===== config.mk =====
export PLATFORM = sky130hd
export DESIGN_NAME = btn_input_cond_flat
export DESIGN_NICKNAME = d
export VERILOG_FILES = /design/src/rtl/btn_cond_pkg.sv /design/src/rtl/btn_input_cond_if.sv /design/src/rtl/btn_input_cond_sync_2ff.sv /design/src/rtl/btn_input_cond.sv /design/src/flat_wrapper.sv
export SDC_FILE = /design/constraint.sdc
export NUM_CORES = 1
export LEC_CHECK = 0
export CAP_MARGIN = 5
export CORE_MARGIN = 3
export CORE_UTILIZATION = 25
export DETAILED_ROUTE_END_ITERATION = 10
export GPL_TIMING_DRIVEN = 0
export HOLD_SLACK_MARGIN = 0.1
export PLACE_DENSITY = 0.43
export SYNTH_ARGS = -nofsm -noshare
export SYNTH_HDL_FRONTEND = slang
export SYNTH_SLANG_ARGS = --single-unit

===== constraint.sdc =====
create_clock -name clk -period 2.8 [get_ports clk]
set_input_delay 0.42 -clock clk [delete_from_list [all_inputs] [get_ports clk]]
set_output_delay 0.42 -clock clk [all_outputs]
set_load 0.02 [all_outputs]

===== src/rtl/btn_cond_pkg.sv =====
// Shared types and defaults for the button/switch input conditioner.
package btn_cond_pkg;

  typedef enum logic [1:0] {
    ST_IDLE         = 2'd0,
    ST_PRESS_WAIT   = 2'd1,
    ST_HELD         = 2'd2,
    ST_RELEASE_WAIT = 2'd3
  } btn_state_e;

  localparam int unsigned DEF_DEBOUNCE_CYCLES = 32'd16;
  localparam int unsigned DEF_REPEAT_DELAY    = 32'd1000;
  localparam int unsigned DEF_REPEAT_PERIOD   = 32'd250;
  localparam int unsigned SW_W                = 32'd3;

  // Counter width sized by the largest cycle parameter so no count can wrap.
  function automatic int unsigned cnt_width(input int unsigned a, input int unsigned b,
                                            input int unsigned c);
    int unsigned m;
    m = a;
    if (b > m) m = b;
    if (c > m) m = c;
    return (m < 32'd2) ? 32'd1 : $clog2(m);
  endfunction

endpackage


===== src/rtl/btn_input_cond_if.sv =====
// Button/switch bundle: raw inputs in, conditioned strobe/level/snapshot out.
interface btn_input_cond_if;
  import btn_cond_pkg::*;

  logic            btn_raw;
  logic [SW_W-1:0] sw_raw;
  logic            btn_pulse;
  logic            btn_level;
  logic [SW_W-1:0] sw_code;
  logic [1:0]      state_dbg;

  modport master (output btn_raw, sw_raw, input btn_pulse, btn_level, sw_code, state_dbg);
  modport slave  (input btn_raw, sw_raw, output btn_pulse, btn_level, sw_code, state_dbg);
endinterface


===== src/rtl/btn_input_cond_sync_2ff.sv =====
// Two-flop synchronizer for asynchronous level inputs, parameterized by width.
module sync_2ff #(
  parameter int unsigned WIDTH = 32'd1
) (
  input  logic             clk,
  input  logic             rst,
  input  logic [WIDTH-1:0] d,
  output logic [WIDTH-1:0] q
);

  logic [WIDTH-1:0] meta;

  // metastability stage followed by the output stage
  always_ff @(posedge clk or posedge rst) begin
    if (rst) begin
      meta <= '0;
      q    <= '0;
    end else begin
      meta <= d;
      q    <= meta;
    end
  end

endmodule


===== src/rtl/btn_input_cond.sv =====
// Debounced button with press strobe and switch snapshot.
// Define BTN_AUTOREPEAT_EN to add auto-repeat pulses while the button is held.
module btn_input_cond
  import btn_cond_pkg::*;
#(
  parameter int unsigned DEBOUNCE_CYCLES = DEF_DEBOUNCE_CYCLES,
  parameter int unsigned REPEAT_DELAY    = DEF_REPEAT_DELAY,
  parameter int unsigned REPEAT_PERIOD   = DEF_REPEAT_PERIOD
) (
  input logic              clk,
  input logic              rst,
  btn_input_cond_if.slave  bus
);

  localparam int unsigned CNT_W = cnt_width(DEBOUNCE_CYCLES, REPEAT_DELAY, REPEAT_PERIOD);
  localparam logic [CNT_W-1:0] CNT_MAX = {CNT_W{1'b1}};
  localparam logic [CNT_W-1:0] DB_LAST = CNT_W'(DEBOUNCE_CYCLES - 32'd1);

  logic [0:0]      btn_sync;
  logic [SW_W-1:0] sw_sync;
  btn_state_e      state, state_nxt;
  logic [CNT_W-1:0] cnt, cnt_nxt;
  logic            pulse_nxt, level_nxt;
  logic            btn_pulse, btn_level;
  logic [SW_W-1:0] sw_code;

  sync_2ff #(.WIDTH(32'd1)) u_sync_btn (.clk(clk), .rst(rst), .d(bus.btn_raw), .q(btn_sync));
  sync_2ff #(.WIDTH(SW_W))  u_sync_sw  (.clk(clk), .rst(rst), .d(bus.sw_raw),  .q(sw_sync));

`ifdef BTN_AUTOREPEAT_EN
  localparam logic [CNT_W-1:0] RD_LAST = CNT_W'(REPEAT_DELAY - 32'd1);
  localparam logic [CNT_W-1:0] RP_LAST = CNT_W'(REPEAT_PERIOD - 32'd1);
  logic [CNT_W-1:0] rep, rep_nxt;
  logic             rep_first, rep_first_nxt;

  // repeat counter and first-repeat-done flag
  always_ff @(posedge clk or posedge rst) begin
    if (rst) begin
      rep       <= '0;
      rep_first <= 1'b0;
    end else begin
      rep       <= rep_nxt;
      rep_first <= rep_first_nxt;
    end
  end
`endif

  // next-state, debounce counter and strobe decisions
  always_comb begin
    state_nxt = state;
    cnt_nxt   = cnt;
    pulse_nxt = 1'b0;
    level_nxt = btn_level;
`ifdef BTN_AUTOREPEAT_EN
    rep_nxt       = rep;
    rep_first_nxt = rep_first;
`endif
    case (state)
      ST_IDLE: begin
        cnt_nxt = '0;
        if (btn_sync[0]) begin
          state_nxt = ST_PRESS_WAIT;
        end else begin
          state_nxt = ST_IDLE;
        end
      end
      ST_PRESS_WAIT: begin
        if (!btn_sync[0]) begin
          state_nxt = ST_IDLE;
          cnt_nxt   = '0;
        end else if (cnt == DB_LAST) begin
          state_nxt = ST_HELD;
          cnt_nxt   = '0;
          pulse_nxt = 1'b1;
          level_nxt = 1'b1;
`ifdef BTN_AUTOREPEAT_EN
          rep_nxt       = '0;
          rep_first_nxt = 1'b0;
`endif
        end else begin
          cnt_nxt = (cnt == CNT_MAX) ? cnt : cnt + 1'b1;
        end
      end
      ST_HELD: begin
        if (!btn_sync[0]) begin
          state_nxt = ST_RELEASE_WAIT;
          cnt_nxt   = '0;
        end else begin
`ifdef BTN_AUTOREPEAT_EN
          if (rep == (rep_first ? RP_LAST : RD_LAST)) begin
            pulse_nxt     = 1'b1;
            rep_nxt       = '0;
            rep_first_nxt = 1'b1;
          end else begin
            rep_nxt = (rep == CNT_MAX) ? rep : rep + 1'b1;
          end
`else
          cnt_nxt = '0;
`endif
        end
      end
      ST_RELEASE_WAIT: begin
        if (btn_sync[0]) begin
          // bounce back to held without a strobe; repeat timing restarts
          state_nxt = ST_HELD;
          cnt_nxt   = '0;
`ifdef BTN_AUTOREPEAT_EN
          rep_nxt       = '0;
          rep_first_nxt = 1'b0;
`endif
        end else if (cnt == DB_LAST) begin
          state_nxt = ST_IDLE;
          cnt_nxt   = '0;
          level_nxt = 1'b0;
        end else begin
          cnt_nxt = (cnt == CNT_MAX) ? cnt : cnt + 1'b1;
        end
      end
      default: begin
        state_nxt = ST_IDLE;
        cnt_nxt   = '0;
      end
    endcase
  end

  // state and registered outputs; switch snapshot loads only with a strobe
  always_ff @(posedge clk or posedge rst) begin
    if (rst) begin
      state     <= ST_IDLE;
      cnt       <= '0;
      btn_pulse <= 1'b0;
      btn_level <= 1'b0;
      sw_code   <= '0;
    end else begin
      state     <= state_nxt;
      cnt       <= cnt_nxt;
      btn_pulse <= pulse_nxt;
      btn_level <= level_nxt;
      if (pulse_nxt) begin
        sw_code <= sw_sync;
      end
    end
  end

  assign bus.btn_pulse = btn_pulse;
  assign bus.btn_level = btn_level;
  assign bus.sw_code   = sw_code;
  assign bus.state_dbg = state;

endmodule

===== src/flat_wrapper.sv =====
// flat-port wrapper written by rule: the top's interface ports become plain ports
module btn_input_cond_flat import btn_cond_pkg::*;
#(
  parameter int unsigned DEBOUNCE_CYCLES = DEF_DEBOUNCE_CYCLES,
  parameter int unsigned REPEAT_DELAY    = DEF_REPEAT_DELAY,
  parameter int unsigned REPEAT_PERIOD   = DEF_REPEAT_PERIOD
)
  (clk, rst, bus_btn_raw, bus_sw_raw, bus_btn_pulse, bus_btn_level, bus_sw_code, bus_state_dbg);
  btn_input_cond_if bus_i ();
  input logic clk;
  input logic rst;
  input wire logic [$bits(bus_i.btn_raw)-1:0] bus_btn_raw;
  input wire logic [$bits(bus_i.sw_raw)-1:0] bus_sw_raw;
  output wire logic [$bits(bus_i.btn_pulse)-1:0] bus_btn_pulse;
  output wire logic [$bits(bus_i.btn_level)-1:0] bus_btn_level;
  output wire logic [$bits(bus_i.sw_code)-1:0] bus_sw_code;
  output wire logic [$bits(bus_i.state_dbg)-1:0] bus_state_dbg;
  assign bus_i.btn_raw = bus_btn_raw;
  assign bus_i.sw_raw = bus_sw_raw;
  assign bus_btn_pulse = bus_i.btn_pulse;
  assign bus_btn_level = bus_i.btn_level;
  assign bus_sw_code = bus_i.sw_code;
  assign bus_state_dbg = bus_i.state_dbg;
  btn_input_cond #(.DEBOUNCE_CYCLES(DEBOUNCE_CYCLES), .REPEAT_DELAY(REPEAT_DELAY), .REPEAT_PERIOD(REPEAT_PERIOD)) u_core (.clk(clk), .rst(rst), .bus(bus_i));
endmodule

* Yosys cells after proc, flatten, opt, wreduce, memory -nomap -nowiden
Index checks and enable logic that the tools add are counted.
** Storage, ports and cells
- Register bits after elaboration :: 25
- Bits of input ports :: 6
- Output and inout port bits :: 7
- Logic and storage cells :: 47
** Operators by class
- Add/subtract/negate cells :: 1
- Eq/ne operators :: 12
- Mux-type cells :: 20
- Reductions and logical operators :: 5
** Operators with widths (count)
- 10-bit two-way mux :: 4
- 10-bit case mux with 3 select lines :: 1
- 10-bit by 1-bit adder with 10-bit output, second input constant :: 1
- 10-bit equality test, second input constant :: 1
- 10-bit by 4-bit equality test with 1-bit output, second input constant :: 1
- 2-bit two-way mux :: 5
- 1-bit two-way mux :: 8
- 2-bit case mux with 4 select lines :: 1
- 2-bit inequality test, second input constant :: 3
- 3-bit by 2-bit inequality test with 1-bit output, second input constant :: 2
- 5-bit AND reduction :: 1
- 2-bit equality test, second input constant :: 2
- 2-bit by 1-bit inequality test with 1-bit output, second input constant :: 2
- 3-bit AND reduction :: 1
- 2-bit by 1-bit equality test with 1-bit output, second input constant :: 1
- 2-bit zero test :: 1
- 1-bit case mux with 2 select lines :: 1
- 2-bit nonzero test :: 1
- 2-bit OR reduction :: 1

* Longest topological paths before layout
Gate-level depths: netlist (run 1).
- Word-level depth :: 5
- Gate-level depth with buffers :: 6

* Modules after synthesis
A second synthesis (run 1) with hierarchy kept.
** Unflattened totals
- Cells, all modules :: 86
- Area total of the unflattened synthesis :: 1054.8 um2
** Modules (own cells, without submodules)
- btn_input_cond :: instances 1, cells each 76, area an instance 847.1 um2, sequential area each 425.4 um2
- sync_2ff at u_core.u_sync_sw :: instances 1, cells each 7, area an instance 153.9 um2, sequential area each 150.1 um2
- sync_2ff at u_core.u_sync_btn :: instances 1, cells each 3, area an instance 53.8 um2, sequential area each 50.0 um2

* Least setup slack after synthesis (run 1)
Ideal clock, no wire load.
- Path type :: reg-to-reg
- Start point :: register u_core.cnt[0]
- End point :: register u_core.sw_code[0] (netlist: u_core.bus.sw_code[0])
- Setup time :: 0.125 ns
- Data arrival time :: 1.637 ns
- Required time :: 2.675 ns
- Slack :: 1.038 ns
- Cell stages (with the launch flop) :: 7
- Cell sequence :: dfrtp_1 ha_1 and3_1 buf_4 nand4_2 nor3b_4 mux2_2
** Between the ends
- Longest elaborated chain between the ends :: 4
** Ends and longest elaborated chain
- from (decl) :: RTL line btn_input_cond.sv:22 : logic [CNT_W-1:0] cnt, cnt_nxt;
- from (signal assigned) :: RTL line btn_input_cond.sv:136 : cnt <= cnt_nxt;
- 10-bit by 4-bit equality test with 1-bit output :: RTL line btn_input_cond.sv:71 : end else if (cnt == DB_LAST) begin
- 1-bit two-way mux :: RTL line btn_input_cond.sv:71
- 1-bit two-way mux :: RTL line btn_input_cond.sv:68 : if (!btn_sync[0]) begin
- 1-bit two-way mux :: RTL line btn_input_cond.sv:58 : case (state)
- to (signal assigned) :: RTL line btn_input_cond.sv:140 : sw_code <= sw_sync;
- to (decl) :: RTL line btn_input_cond.sv:25 : logic [SW_W-1:0] sw_code;
No other way between the ends.
A chain may end at the register's enable or synchronous reset.

* Worst setup path after layout (run 1)
Same ends and word-level chain as after synthesis.

==> results.sh, run 1 <==
export IMPL_outcome="finished, final reports clean"
export IMPL_cp_slowest_cell="dfrtp_1"
export IMPL_ir_worst_vdd_uv=246.6
export IMPL_routed_via_density=4.574
export IMPL_powerDensity_mw_per_mm2=470.7
export IMPL_grt_overflow=0
export IMPL_whs_endpoint="u_core.u_sync_sw.q[2]"
export IMPL_io_pins=13
export IMPL_path_buf_inv=1
export IMPL_core_region_area_mm2=0.004058
export IMPL_cts_sinks=25
export IMPL_reg2reg_to="u_core.bus.sw_code[0]"
export IMPL_drc=0
export IMPL_crit_path_cell_trace="ha_1, and3_1, buf_4, nand4_2, nor3b_4, mux2_2"
export IMPL_grt_pass1_wl_um=3284
export IMPL_synth_seq_cells=25
export IMPL_synthDistinctLibCells=33
export IMPL_setup_viol=0
export IMPL_path_delay_family="simple AND/OR/NAND/NOR gates"
export IMPL_max_freq_ghz=0.5073
export IMPL_tightestPinTransition_ns=0.9198
export IMPL_initial_core_util_pct=26.36
export IMPL_relSlewSlack_pct=38.61
export IMPL_critPathKind="reg2reg"
export IMPL_critPathRequiredTime_ns=2.96
export IMPL_final_cells=148
export IMPL_yosysSeqAreaShare_pct=58.48
export IMPL_slew_viol_final=0
export IMPL_first_global_vias=704
export IMPL_fin_crit_ns=1.971
export IMPL_synth_net_count=89
export IMPL_place_hpwl_um=1303
export IMPL_p_leak_nw=0.5473
export IMPL_hold_start="u_core.u_sync_sw.meta[2]"
export IMPL_rsz0062_at_grt="false"
export IMPL_num_rows=23
export IMPL_hold_buffers=0
export IMPL_root_buffer="clkbuf_8"
export IMPL_synthesis_area_mm2=0.001070
export IMPL_final_cell_mix="25 x dfrtp_1, 12 x clkdlybuf4s50_1, 8 x nor2_1"
export IMPL_cts_max_level=1
export IMPL_rr_worst_depth=6
export IMPL_wl_per_cell_um=12.36
export IMPL_dp_cells=144
export IMPL_cp_end_kind="flop"
export IMPL_num_nets_final=106
export IMPL_numCtsBuffers=3
export IMPL_cts_setup_buffers=0
export IMPL_diodes=0
export IMPL_ctsResizeCount=0
export IMPL_tns_ns=0
export IMPL_crit_arrival_ns=2.13
export IMPL_critPathLaunchType="flop"
export IMPL_die_area_mm2=0.005100
export IMPL_hold_depth=0
export IMPL_hold_viol_final=0
export IMPL_grt_max_degree=26
export IMPL_critPathMaxFanout=8
export IMPL_period_share_pct=70.40
export IMPL_antenna_found_initial=0
export IMPL_clock_latency_ns=0.27
export IMPL_gp_congestion=0.6582
export IMPL_yosys_warnings=0
export IMPL_dr_total_vias=677
export IMPL_synthCells=82
export IMPL_rrSetupSlack_ns=0.83
export IMPL_path_clk_slew_ns=0.08
export IMPL_fill_cells=410
export IMPL_die_width_um=71.42
export IMPL_avgSynthCellArea_um2=13.05
export IMPL_reg2reg_from="u_core.cnt[0]"
export IMPL_dr_pass1_iters=4
export IMPL_grtUsageTotal_pct=8.216
export IMPL_min_path_type="reg2reg"
export IMPL_finClkSkew_ns=0.003946
export IMPL_cts_tree="done"
export IMPL_drv_cap=0
export IMPL_die_h_um=71.42
export IMPL_area_delta_synth_final_pct=21.29
export IMPL_critical_path_max_stage_delay_ns=0.43
export IMPL_final_common_cell="dfrtp_1"
export IMPL_wirelength_um=1829
export IMPL_ant_nets=0
export IMPL_cts_buffer_depth=2
export IMPL_drive_above_1_share_pct=17.35
export IMPL_drt_iter0_drc=33
export IMPL_io_buffer_count=12
-- per-stage QoR --
| stage | cell area (um^2) | hold slack, ns | power (mW) | worst slack (ns) | utilization, % |
|---|---|---|---|---|---|
| detailed placement | 1252 | 0.3347 | 0.4079 | 0.8131 | 30.87 |
| global route | 1297 | 0.3677 | 0.6393 | 0.6798 | 31.98 |
| floorplan | 1070 | 0.3312 | 0.3939 | 1.038 | - |
| CTS | 1297 | 0.3543 | 0.6201 | 0.7961 | 31.98 |
| global placement | 1252 | 0.3324 | 0.4069 | 0.8229 | 30.87 |
| finish | 1297 | 0.3524 | 0.6108 | 0.8287 | 31.98 |
-- area by class of cell --
type                    instances  area (um^2)  share of cell area (%)
plain buffers                   2        18.77                   1.446
clock buffers                   4        45.04                   3.472
inverters                       2        7.507                  0.5786
multi-input cells              53        417.9                   32.21
flip-flops and latches         25        625.6                   48.22
well taps                      50        62.56                   4.822
repair buffers                 12        120.1                   9.257
-- logic make-up (layout without fill, tap and decap cells) --
kind of cell	Yosys count	in the layout	synth area share, %
adders and majority gates	1	1	1.169
buffers and inverters	4	20	2.457
DFF	25	25	58.48
xor gates and xnor gates	6	6	4.913
AOI/OAI and AO/OA	11	11	6.315
muxes	5	5	5.146
and+or+nand+nor	30	30	21.52
-- worst max path at each step --
stage             startpoint                    end  slack (ns)  cells past startpoint
2_1_floorplan  u_core.cnt[0]  u_core.bus.sw_code[0]        1.04                      6
3_3_place_gp   u_core.cnt[0]  u_core.bus.sw_code[2]        0.82                      6
3_5_place_dp   u_core.cnt[0]  u_core.bus.sw_code[0]        0.81                      6
4_1_cts        u_core.cnt[0]  u_core.bus.sw_code[0]        0.80                      6
5_1_grt        u_core.cnt[0]  u_core.bus.sw_code[0]        0.68                      6
6_report       u_core.cnt[0]  u_core.bus.sw_code[0]        0.83                      6
-- Yosys cell counts --
library cell   n  area (um^2)
xnor2_1        3        26.28
a21oi_1        5        25.02
nor2_1         8        30.03
nand2_1        1        3.750
nor2b_1        1        6.260
nand3b_4       1        20.02
o311ai_0       1        8.760
or3_1          1        6.260
a31oi_1        2        12.51
nor3b_1        1        7.510
nor4_4         1        21.27
nand4_1        3        18.77
nor3_2         2        20.02
ha_1           1        12.51
a311oi_1       1        8.760
and4_1         1        8.760
dfrtp_1       25        625.6
nand3_1        1        5.000
nor3b_4        1        18.77
nand3_2        1        10.01
a211oi_1       1        7.510
mux2i_1        1        10.01
inv_1          2        7.510
nand4_2        1        12.51
nor3_1         1        5.000
buf_6          1        11.26
and2_1         1        6.260
and3_4         1        11.26
buf_4          1        7.510
o21ai_0        1        5.000
xor2_1         3        26.28
and3_1         3        18.77
mux2_2         4        45.04
-- report_power, final --
group	leakage, nW	switching, mW	internal [mW]
sequential	0.327	0.00557	0.368
clock	0.0228	0.110	0.102
combinational	0.197	0.0135	0.0114
total	0.547	0.129	0.482
-- sequential cells by signal (all words and copies together), names as in the netlist, 3 cells and up, named ones only --
name,flops
u_core.u_sync_sw.q,3
u_core.bus.sw_code,3
u_core.u_sync_sw.meta,3
u_core.cnt,10
-- layer usage --
metal | GRT usage (%) | up-vias | part of all wire, %
met2 | 12.04 | 11 | 44
met1 | 10.84 | 336 | 50
li1 | - | 326 | -
met4 | 4.384 | 0 | 2.6
met3 | 2.525 | 4 | 3.7
met5 | 0 | - | 0
Power figures use the tool's default switching activity.
==> run 2, diff against run 1 <==
Clock period 2.8 ns to 1.87 ns, I/O delays scaled along.
==> results.sh, run 2 (same netlist as run 1, synthesis figures left out) <==
export IMPL_outcome="finished, final reports clean"
export IMPL_critPathMaxFanout=8
export IMPL_wirelength_um=1894
export IMPL_ant_nets=0
export IMPL_hold_depth=0
export IMPL_dr_total_vias=686
export IMPL_ir_worst_vdd_uv=369.2
export IMPL_drt_iter0_drc=41
export IMPL_setup_viol=0
export IMPL_gr_max_usage_layer="met2"
export IMPL_reg2reg_to="u_core.bus.sw_code[0]"
export IMPL_whs_endpoint="u_core.u_sync_sw.q[2]"
export IMPL_crit_arrival_ns=1.95
export IMPL_largest_reg_flops=10
export IMPL_antenna_found_initial=0
export IMPL_powerDensity_mw_per_mm2=686.7
export IMPL_die_width_um=71.42
export IMPL_grtUsageMet2_pct=13.06
export IMPL_use_met3_pct=2.525
export IMPL_rrSetupSlack_ns=0.08
export IMPL_io_pins=13
export IMPL_cts_tree="done"
export IMPL_p_total_mw=0.9184
export IMPL_tightestPinTransition_ns=0.9235
export IMPL_period_share_pct=95.62
export IMPL_cts_max_level=1
export IMPL_dr_pass1_iters=4
export IMPL_clock_latency_ns=0.27
export IMPL_rsz0062_at_grt="true"
export IMPL_grtUsageMet1_pct=10.84
export IMPL_final_cell_mix="25 x dfrtp_1, 12 x clkdlybuf4s50_1, 8 x nor2_1"
export IMPL_drv_cap=0
export IMPL_hold_viol_final=0
export IMPL_routed_via_density=4.573
export IMPL_rr_worst_depth=6
export IMPL_die_area_mm2=0.005100
export IMPL_finClkSkew_ns=0.003847
export IMPL_first_global_vias=725
export IMPL_min_path_type="reg2reg"
export IMPL_wl_per_cell_um=12.63
export IMPL_cts_sinks=25
export IMPL_grt_pass1_wl_um=3367
export IMPL_grtUsageTotal_pct=8.510
export IMPL_setup_slack_ns=0.08191
export IMPL_max_freq_ghz=0.5593
export IMPL_place_hpwl_um=1303
export IMPL_drive_above_1_share_pct=20.00
export IMPL_relSlewSlack_pct=38.37
export IMPL_cts_buffer_depth=2
export IMPL_critPathLaunchType="flop"
export IMPL_grt_max_degree=26
export IMPL_path_delay_family="simple AND/OR/NAND/NOR gates"
export IMPL_top_register="u_core.cnt"
export IMPL_grt_overflow=0
export IMPL_root_buffer="clkbuf_8"
export IMPL_core_region_area_mm2=0.004058
export IMPL_final_common_cell="dfrtp_1"
export IMPL_p_leak_nw=0.5569
export IMPL_slew_viol_final=0
export IMPL_critical_path_max_stage_delay_ns=0.41
export IMPL_critPathKind="reg2reg"
export IMPL_cp_end_kind="flop"
export IMPL_initial_core_util_pct=26.36
export IMPL_crit_path_cell_trace="ha_4, and3_1, buf_6, nand4_4, nor3b_4, mux2_2"
export IMPL_drc=0
export IMPL_io_buffer_count=12
export IMPL_diodes=0
export IMPL_fin_crit_ns=1.788
export IMPL_path_buf_inv=1
export IMPL_path_clk_slew_ns=0.08
export IMPL_num_rows=23
export IMPL_die_h_um=71.42
export IMPL_gp_congestion=0.6582
export IMPL_hold_start="u_core.u_sync_sw.meta[2]"
export IMPL_hold_buffers=0
export IMPL_place_ws_ns=-0.1169
export IMPL_reg2reg_from="u_core.cnt[0]"
export IMPL_critPathRequiredTime_ns=2.03
export IMPL_num_nets_final=108
export IMPL_postLayoutCoreUtil_pct=32.96
export IMPL_numCtsBuffers=3
export IMPL_area_delta_synth_final_pct=25.03
export IMPL_cp_slowest_cell="dfrtp_1"
[run 2: cell count changes in the layout (fill, tap and decap cells not counted)]
cell     previous run  this run
buf_4               1         2
buf_6               1         2
ha_1                1         0
ha_4                0         1
nand4_2             1         0
nand4_4             0         1
[run 2: power by group]
group,switching [mW],internal [mW],total [mW],leakage (nW)
combinational,0.0227,0.0201,0.0428,0.207
clock,0.163,0.152,0.316,0.0228
sequential,0.00828,0.552,0.560,0.327
[run 2: worst max-delay path by stage]
stage	startpoint	end	slack [ns]	cells after the start
3_3_place_gp	u_core.cnt[0]	u_core.bus.sw_code[2]	-0.11	6
6_report	u_core.cnt[0]	u_core.bus.sw_code[0]	0.08	6
4_1_cts	u_core.cnt[0]	u_core.bus.sw_code[0]	0.04	6
3_5_place_dp	u_core.cnt[0]	u_core.bus.sw_code[0]	-0.12	6
5_1_grt	u_core.cnt[0]	u_core.bus.sw_code[0]	-0.01	6
2_1_floorplan	u_core.cnt[0]	u_core.bus.sw_code[0]	0.11	6
[run 2: repair_timing]
action	CTS	global route
gates cloned	0	0
setup endpoints to repair	3	3
pin swaps	1	2
gates resized for setup	2	2
buffers inserted	2	0
[run 2: area by class of cell]
cell class	instances	area [um^2]
buffer	2	22.52
clock buffer	4	45.04
fill	413	2720
inverter	2	7.507
multi-input combinational	53	439.2
sequential	25	625.6
tap	50	62.56
timing repair buffer	14	135.1
[run 2: per-stage QoR]
stage,cells,cell area [um^2],TNS [ns],hold WS (ns)
after floorplan,82,1070,0,0.3078
after global placement,144,1252,-0.3138,0.3324
after detailed placement,144,1252,-0.3422,0.3347
after CTS,150,1324,0,0.3543
after global routing,150,1338,-0.01111,0.3678
final,150,1338,0,0.3516
[run 2: layer usage]
layer,wire length [um],up-vias,part of all wire [%]
met5,0,-,0
met4,51,0,2.7
met3,68,4,3.6
met2,834,11,44
met1,938,338,50
li1,-,333,-
